$ cat config.mk
export PLATFORM = sky130hd
export DESIGN_NAME = paddle_pot_timer
export DESIGN_NICKNAME = d
export VERILOG_FILES = /design/src/rtl/paddle_pot_timer.sv
export SDC_FILE = /design/constraint.sdc
export NUM_CORES = 1
export LEC_CHECK = 0
export ABC_AREA = 0
export ABC_CLOCK_PERIOD_IN_PS = 2100
export CELL_PAD_IN_SITES_DETAIL_PLACEMENT = 1
export CELL_PAD_IN_SITES_GLOBAL_PLACEMENT = 1
export CORE_MARGIN = 4
export CORE_UTILIZATION = 38
export CTS_CLUSTER_SIZE = 40
export DETAILED_ROUTE_END_ITERATION = 16
export HOLD_SLACK_MARGIN = 0.05
export PLACE_DENSITY = 0.75
export SETUP_SLACK_MARGIN = 0.15
export SLEW_MARGIN = 20
export SYNTH_ARGS = -nofsm -noshare
export SYNTH_HDL_FRONTEND = slang
export SYNTH_SLANG_ARGS = --single-unit
$ cat constraint.sdc
create_clock -name clk -period 2.1 [get_ports clk]
set_clock_uncertainty 0.1 [all_clocks]
set_input_delay 0.21 -clock clk [delete_from_list [all_inputs] [get_ports clk]]
set_output_delay 0.21 -clock clk [all_outputs]
set_load 0.1 [all_outputs]
$ cat src/rtl/paddle_pot_timer.sv
// Four-channel paddle pot charge timer: counts scanlines after the dump line is released and
// reports each channel charged once its position threshold is reached. Optional macro: PADDLE_SMOOTH_EN.
module paddle_pot_timer #(
  parameter int MIN_LINES = 8,
  parameter int STEP      = 1,
  parameter int CNT_W     = 9
) (
  input  logic        clk,
  input  logic        reset_n,
  input  logic        ce,
  input  logic        dump,
  input  logic        hsync,
  input  logic [31:0] paddle,
  output logic [3:0]  pot_in,
  output logic        busy,
  output logic [1:0]  dbg_state_o
);

  // Encoding is visible on dbg_state_o: 0 = DUMP, 1 = CHARGE, 2 = DONE.
  typedef enum logic [1:0] {
    S_DUMP   = 2'd0,
    S_CHARGE = 2'd1,
    S_DONE   = 2'd2
  } state_t;

  localparam logic [CNT_W-1:0] CNT_MAX = '1;

  state_t                    state_q, state_d;
  logic                      hs_q;
  logic [CNT_W-1:0]          cnt_q, cnt_d;
  logic [3:0][CNT_W-1:0]     thr_q, thr_d;
  logic [3:0][CNT_W-1:0]     thr_new;
  logic [3:0][7:0]           pos;
  logic [3:0]                pot_q, pot_d;
  logic [3:0]                cmp;
  logic                      line_tick;

  assign line_tick   = hsync & ~hs_q;
  assign pot_in      = pot_q;
  assign busy        = (state_q == S_CHARGE);
  assign dbg_state_o = state_q;

`ifdef PADDLE_SMOOTH_EN
  logic [3:0][7:0] prev_q, prev_d;
  logic [3:0][8:0] sum;

  // Rounded average of the last latched position and the new one.
  always_comb begin
    for (int i = 0; i < 4; i++) begin
      sum[i] = {1'b0, prev_q[i]} + {1'b0, paddle[8*i +: 8]} + 9'd1;
      pos[i] = sum[i][8:1];
    end
  end
`else
  always_comb begin
    for (int i = 0; i < 4; i++) begin
      pos[i] = paddle[8*i +: 8];
    end
  end
`endif

  always_comb begin
    for (int i = 0; i < 4; i++) begin
      thr_new[i] = CNT_W'(MIN_LINES) + ({{(CNT_W-8){1'b0}}, pos[i]} * CNT_W'(STEP));
      cmp[i]     = (cnt_q >= thr_q[i]);
    end
  end

  always_comb begin
    state_d = state_q;
    cnt_d   = cnt_q;
    pot_d   = pot_q;
    thr_d   = thr_q;
`ifdef PADDLE_SMOOTH_EN
    prev_d  = prev_q;
`endif
    if (dump) begin
      state_d = S_DUMP;
      cnt_d   = '0;
      pot_d   = 4'b0000;
    end else begin
      case (state_q)
        S_DUMP: begin
          // Release edge: latch thresholds; a coincident line tick is dropped.
          cnt_d   = '0;
          pot_d   = 4'b0000;
          thr_d   = thr_new;
`ifdef PADDLE_SMOOTH_EN
          prev_d  = pos;
`endif
          state_d = S_CHARGE;
        end
        S_CHARGE: begin
          pot_d = cmp;
          if (line_tick && (cnt_q != CNT_MAX)) begin
            cnt_d = cnt_q + 1'b1;
          end
          if ((&cmp) || (cnt_q == CNT_MAX)) begin
            state_d = S_DONE;
            pot_d   = 4'b1111;
          end
        end
        S_DONE: begin
          pot_d = 4'b1111;
        end
        default: begin
          state_d = S_DUMP;
          cnt_d   = '0;
          pot_d   = 4'b0000;
        end
      endcase
    end
  end

  always_ff @(posedge clk or negedge reset_n) begin
    if (!reset_n) begin
      state_q <= S_DUMP;
      hs_q    <= 1'b0;
      cnt_q   <= '0;
      thr_q   <= '0;
      pot_q   <= 4'b0000;
`ifdef PADDLE_SMOOTH_EN
      prev_q  <= '0;
`endif
    end else if (ce) begin
      state_q <= state_d;
      hs_q    <= hsync;
      cnt_q   <= cnt_d;
      thr_q   <= thr_d;
      pot_q   <= pot_d;
`ifdef PADDLE_SMOOTH_EN
      prev_q  <= prev_d;
`endif
    end
  end

endmodule

==> reports/metrics.csv, run 1 <==
metric,value,unit
status,finished with violations,
failing checks,negative setup slack,
1st-iter DRT viols,89,
Worst-Skew Late Latency,0.31,ns
post-detail-place hpwl,6.381,mm
CTS Buffer Depth,2,
Die H,99.74,um
number of vias per cell,5.213,
post-route worst setup slack,-0.1237,ns
H-Tree Depth,2,
core area,8217,um^2
worst min-delay path class,primary input to asynchronous set/reset pin,
Final TNS setup,-0.3965,ns
CTS root buffer,clkbuf_8,
Worst R2R End,dbg_state_o[0]$_DFFE_PN0P_,
Net Switching,1032,uW
fraction of layout cells with a size suffix above 1,31.03,%
Tot GR Track Use,18.31,%
Die Width,99.74,um
most frequent cells in the layout,"43 x dfrtp_1, 36 x inv_1, 35 x clkdlybuf4s50_1",
RSZ-0062 raised after global routing,true,
vias,2664,
reg2reg start,cnt_q[1]$_DFFE_PN0P_,
WP data required,2.25,ns
FF+latch area,1318,um^2
logic gate share of total power,35.9,%
worst slew pin tran,0.3410,ns
Place WS,-0.1127,ns
leading post-synthesis cells by cell area,"dfrtp_1 41%, ha_1 18%, mux2_2 6.0%, inv_1 4.7%, a21oi_1 3.9%",
DRT antenna net count,0,
Sw Share,34.26,%
GR Overflow Total,0,
syn avg cell area,9.780,um^2
Peak Freq,0.4497,GHz
worst vdd ir,0.3431,mV
ant diodes,0,
fin nets,489,
Fill cells,920,
initial antenna violation count,0,
Final Wtd Congestion,0.8401,
top cell type's share of synthesized area,40.69,%
"Slew Viols, Final",0,
"most common cell after layout, fill and taps aside",dfrtp_1,
cells on worst reg2reg path,9,
yosys warns,0,
area of the multi-input gates,1996,um^2
sequential share of the synthesized area,40.69,%
Reg2Reg Setup Slack,-0.12,ns
Clock power frac,20.9,%
Seq pwr share,43.2,%
Starting Density,38.92,%
total CTS buffers,5,
number of global-route vias before repair,3014,
Lkg Pwr,0.002061,uW
drc violations,0,
relative slew slack,77.27,%
crit path DAT,2.37,ns
minimum clock period,2.224,ns
final std cells w/o fill,511,
Synth cell types,29,
CTS tree,done,
Worst-path clk slew,0.10,ns
Final Hold Fails,0,
CP Launch Type,flop,
crit-path max FO,4,
Critical Path End Type,flop,
post-synth top area cell,dfrtp_1,
die area,9948,um^2
Top-Level Pins,44,
I/O Buffers,43,
PwrDens,680.4,nW/um^2
crit path kind,flop to flop,
cell area after synthesis,3198,um^2
syn_nets,410,
fin crit share,105.9,%
Row Count,33,
largest net degree at the start of global routing,37,
post-synthesis register bit count,52,
drt wl/cell,17.44,um
first-pass GRT wire length,14.46,mm
count of final setup violators,5,
placed insts,491,
internal cell power,1981,uW
Initial DRT Pass Iterations,4,
Mapped Cells,327,
P&R area growth vs syn,38.46,%
max-cap violation count,0,
Clock Sinks,52,
post-detailed-routing wire length,8.913,mm
## final cells by class
type / count / area share [%]
Clock buffer: 7 / 2.176
Inverter: 40 / 3.447
Multi-Input combinational cell: 229 / 45.07
Sequential cell: 52 / 29.75
Tap cell: 105 / 2.967
Timing Repair Buffer: 78 / 16.59
## per-stage QoR
step           instance area, um^2  power [uW]  utilization (%)  hold slack (ns)
2_1_floorplan                 3254        1906                -          -0.1856
3_3_place_gp                  3971        2208            48.33          0.04206
3_5_place_dp                  3971        2274            48.33          0.03478
4_1_cts                       4333        2987            52.73           0.2535
5_1_grt                       4428        3216            53.89           0.2548
6_report                      4428        3013            53.89           0.2263
## metal layers
layer	wire length, um	vias up	track usage [%]
li1	-	1284	-
met1	3676	1322	21.65
met2	4808	42	34.53
met3	256	16	2.875
met4	172	0	3.992
met5	0	-	0
## what timing repair did
action	CTS	global route
hold buffers	1	0
endpoints found under the hold margin	12	0
setup endpoints to repair	15	15
gates resized for setup	40	15
setup buffers	8	4
pin swaps	6	12
## critical path: stages, from the launching register on
cell	delay, ns
dfrtp_2	0.46
buf_6	0.13
ha_1	0.28
nand2_1	0.07
o21ai_2	0.17
a31oi_2	0.13
o21ai_2	0.19
a41oi_2	0.16
a2111o_1	0.40
o21ai_2	0.06
## power by group through the flow
stage               combinational [uW]  clock (uW)  sequential [uW]
floorplan                          588           0             1320
global placement                   903           0             1310
detailed placement                 957           0             1320
CTS                               1040         649             1300
global route                      1200         690             1330
finish                            1080         630             1300
## worst max path at each step
stage,startpoint,end,depth (start not counted)
finish,cnt_q[1]$_DFFE_PN0P_,dbg_state_o[0]$_DFFE_PN0P_,9
global route,cnt_q[1]$_DFFE_PN0P_,dbg_state_o[0]$_DFFE_PN0P_,9
CTS,cnt_q[0]$_DFFE_PN0P_,cnt_q[6]$_DFFE_PN0P_,12
detailed placement,cnt_q[1]$_DFFE_PN0P_,dbg_state_o[0]$_DFFE_PN0P_,9
global placement,cnt_q[7]$_DFFE_PN0P_,pot_in[1]$_DFFE_PN0P_,9
floorplan,dbg_state_o[1]$_DFFE_PN0P_,cnt_q[6]$_DFFE_PN0P_,8
## state kept, by name (all words and copies together), names as in the netlist
register and count:
thr_q 36, cnt_q 9, dbg_state_o 2, pot_in 4, hs_q 1
## Yosys cell counts
| master | n |
|---|---|
| clkbuf_1 | 3 |
| a21oi_1 | 25 |
| nand4_1 | 6 |
| and4_4 | 1 |
| o21ai_2 | 5 |
| nor2_1 | 32 |
| a221oi_1 | 1 |
| a22o_1 | 1 |
| o21ai_0 | 11 |
| nand3_1 | 15 |
| a211oi_1 | 3 |
| a2111o_1 | 1 |
| a31oi_1 | 3 |
| o21a_1 | 1 |
| nor3_1 | 2 |
| a32o_1 | 3 |
| a21o_1 | 8 |
| o211ai_2 | 1 |
| nand2_1 | 19 |
| inv_1 | 40 |
| o21ai_1 | 5 |
| ha_1 | 46 |
| a41oi_2 | 1 |
| dfrtp_1 | 52 |
| xnor2_1 | 10 |
| nor2b_1 | 4 |
| xor2_1 | 8 |
| buf_2 | 3 |
| mux2_2 | 17 |
## logic make-up (layout without fill, tap and decap cells)
kind of cell / count (synthesis) / after routing / share of synthesized area (%)
DFF: 52 / 52 / 40.69
AOI/OAI and AO/OA: 69 / 69 / 13.93
adders and majority gates: 46 / 46 / 18.00
muxes: 17 / 17 / 5.986
buffers and inverters: 46 / 125 / 5.516
and+or+nand+nor: 79 / 79 / 10.95
xor gates and xnor gates: 18 / 18 / 4.930
No activity file was read; power rests on OpenSTA's default activity.
==> inputs of run 2 (changes only) <==
CELL_PAD_IN_SITES_DETAIL_PLACEMENT = 2   (was 1)
CELL_PAD_IN_SITES_GLOBAL_PLACEMENT = 2   (was 1)
CORE_UTILIZATION = 31   (was 38)
==> reports/metrics.csv, run 2 (synthesized netlist as in run 1, its figures left out) <==
metric,value,unit
status,finished with violations,
failing checks,negative setup slack,
Worst-path clk slew,0.11,ns
crit-path max FO,7,
RSZ-0062 raised after global routing,true,
post-route worst setup slack,-0.1044,ns
fraction of layout cells with a size suffix above 1,31.03,%
worst min-delay path class,primary input to asynchronous set/reset pin,
crit path cell chain,"ha_4, nand2_1, o21ai_2, a31oi_2, o21ai_2, a41oi_2, a2111o_1, o21ai_2",
final core utilization,45.19,%
number of global-route vias before repair,2962,
CTS Buffer Depth,2,
Die Width,109.6,um
Peak Freq,0.4536,GHz
Final Hold Fails,0,
total CTS buffers,5,
Initial DRT Pass Iterations,4,
Top-Level Pins,44,
WP data required,2.25,ns
cell repeated most along the worst path,o21ai_2,
Bufs and invs on worst path,0,
max-cap violation count,0,
critical path's top delay family,compound AO/OA/AOI/OAI gates,
minimum clock period,2.204,ns
1st-iter DRT viols,70,
Tot GR Track Use,15.62,%
first-pass GRT wire length,14.85,mm
Fin Hold WS,0.2593,ns
GR Overflow Total,0,
count of final setup violators,6,
drc violations,0,
fin crit share,105.0,%
crit path DAT,2.35,ns
most frequent cells in the layout,"43 x dfrtp_1, 37 x inv_1, 35 x ha_1, 35 x clkdlybuf4s50_1, 31 x buf_4",
largest net degree at the start of global routing,46,
initial antenna violation count,0,
PwrDens,675.7,nW/um^2
"Slew Viols, Final",0,
CP max-delay cell,dfrtp_2,
Critical Path End Type,flop,
I/O Buffers,43,
ant diodes,0,
vias,2684,
Clock Sinks,52,
fin nets,488,
Lkg Pwr,0.002063,uW
Row Count,36,
drt wl/cell,18.58,um
"most common cell after layout, fill and taps aside",dfrtp_1,
P&R area growth vs syn,40.02,%
CTS tree,done,
number of vias per cell,4.980,
post-detailed-routing wire length,10.02,mm
CP Launch Type,flop,
DRT antenna net count,0,
Die H,109.6,um
core area,9910,um^2
Starting Density,32.27,%
Worst-Skew Late Latency,0.32,ns
H-Tree Depth,2,
Largest Register,thr_q,
CTS root buffer,clkbuf_8,
max reg flops,36,
Final Wtd Congestion,0.7599,
crit path kind,flop to flop,
post-detail-place hpwl,6.691,mm
worst slew pin tran,0.4549,ns
largest stage delay on the critical path,0.51,ns
relative slew slack,69.67,%
die area,12010,um^2
worst vdd ir,0.3399,mV
run 2: layout make-up:
type / count / area [um^2]
clock buffers: 8 / 90.09
fillers: 1048 / 5431
inverters: 40 / 155.1
well taps: 133 / 166.4
repair buffers: 77 / 734.5
flip-flops and latches: 52 / 1318
multi-input cells: 229 / 2014
run 2: per-layer routing:
layer	up-vias	part of all wire [%]	GRT usage (%)	wire length (um)
li1	1280	-	-	-
met1	1360	41	19.28	4139
met2	34	55	28.60	5505
met3	10	2.6	1.938	261
met4	0	1.1	4.096	111
met5	-	0	0	0
run 2: report_power, final:
| part | leakage [uW] | switching, uW | total [uW] | internal [uW] |
|---|---|---|---|---|
| combinational | 0.00139 | 597 | 1090 | 496 |
| clock | 0.0000455 | 362 | 633 | 271 |
| sequential | 0.000628 | 100 | 1300 | 1200 |
run 2: path summary, 6_finish.rpt:
check / startpoint / endpoint / slack, ns / cells after the start
setup / recovery: cnt_q[1]$_DFFE_PN0P_ / dbg_state_o[0]$_DFFE_PN0P_ / -0.10 / 8
hold / removal: reset_n / cnt_q[6]$_DFFE_PN0P_ / 0.26 / 2
setup reg to reg: cnt_q[1]$_DFFE_PN0P_ / dbg_state_o[0]$_DFFE_PN0P_ / -0.10 / 8
hold reg to reg: pot_in[3]$_DFFE_PN0P_ / pot_in[3]$_DFFE_PN0P_ / 0.39 / 1
max in group asynchronous: reset_n / cnt_q[7]$_DFFE_PN0P_ / 1.05 / 3
min in group clk: pot_in[3]$_DFFE_PN0P_ / pot_in[3]$_DFFE_PN0P_ / 0.39 / 1
run 2: metrics by stage:
step	cells	area (um^2)	TNS, ns	worst slack [ns]	power (uW)
6_report	539	4478	-0.4324	-0.1044	3026
2_1_floorplan	327	3254	-0.1406	-0.04823	1906
5_1_grt	539	4478	-1.514	-0.2000	3249
4_1_cts	531	4212	-0.03271	-0.01344	2940
3_3_place_gp	516	3996	-0.08141	-0.05846	2204
3_5_place_dp	516	3996	-0.3195	-0.09658	2272
run 2: repair_timing:
item	CTS	global route
hold endpoints to repair	14	0
pin swaps	11	14
cloned	0	0
setup endpoints to repair	14	15
gates resized for setup	18	42
hold buffers	1	0
setup buffers	6	8
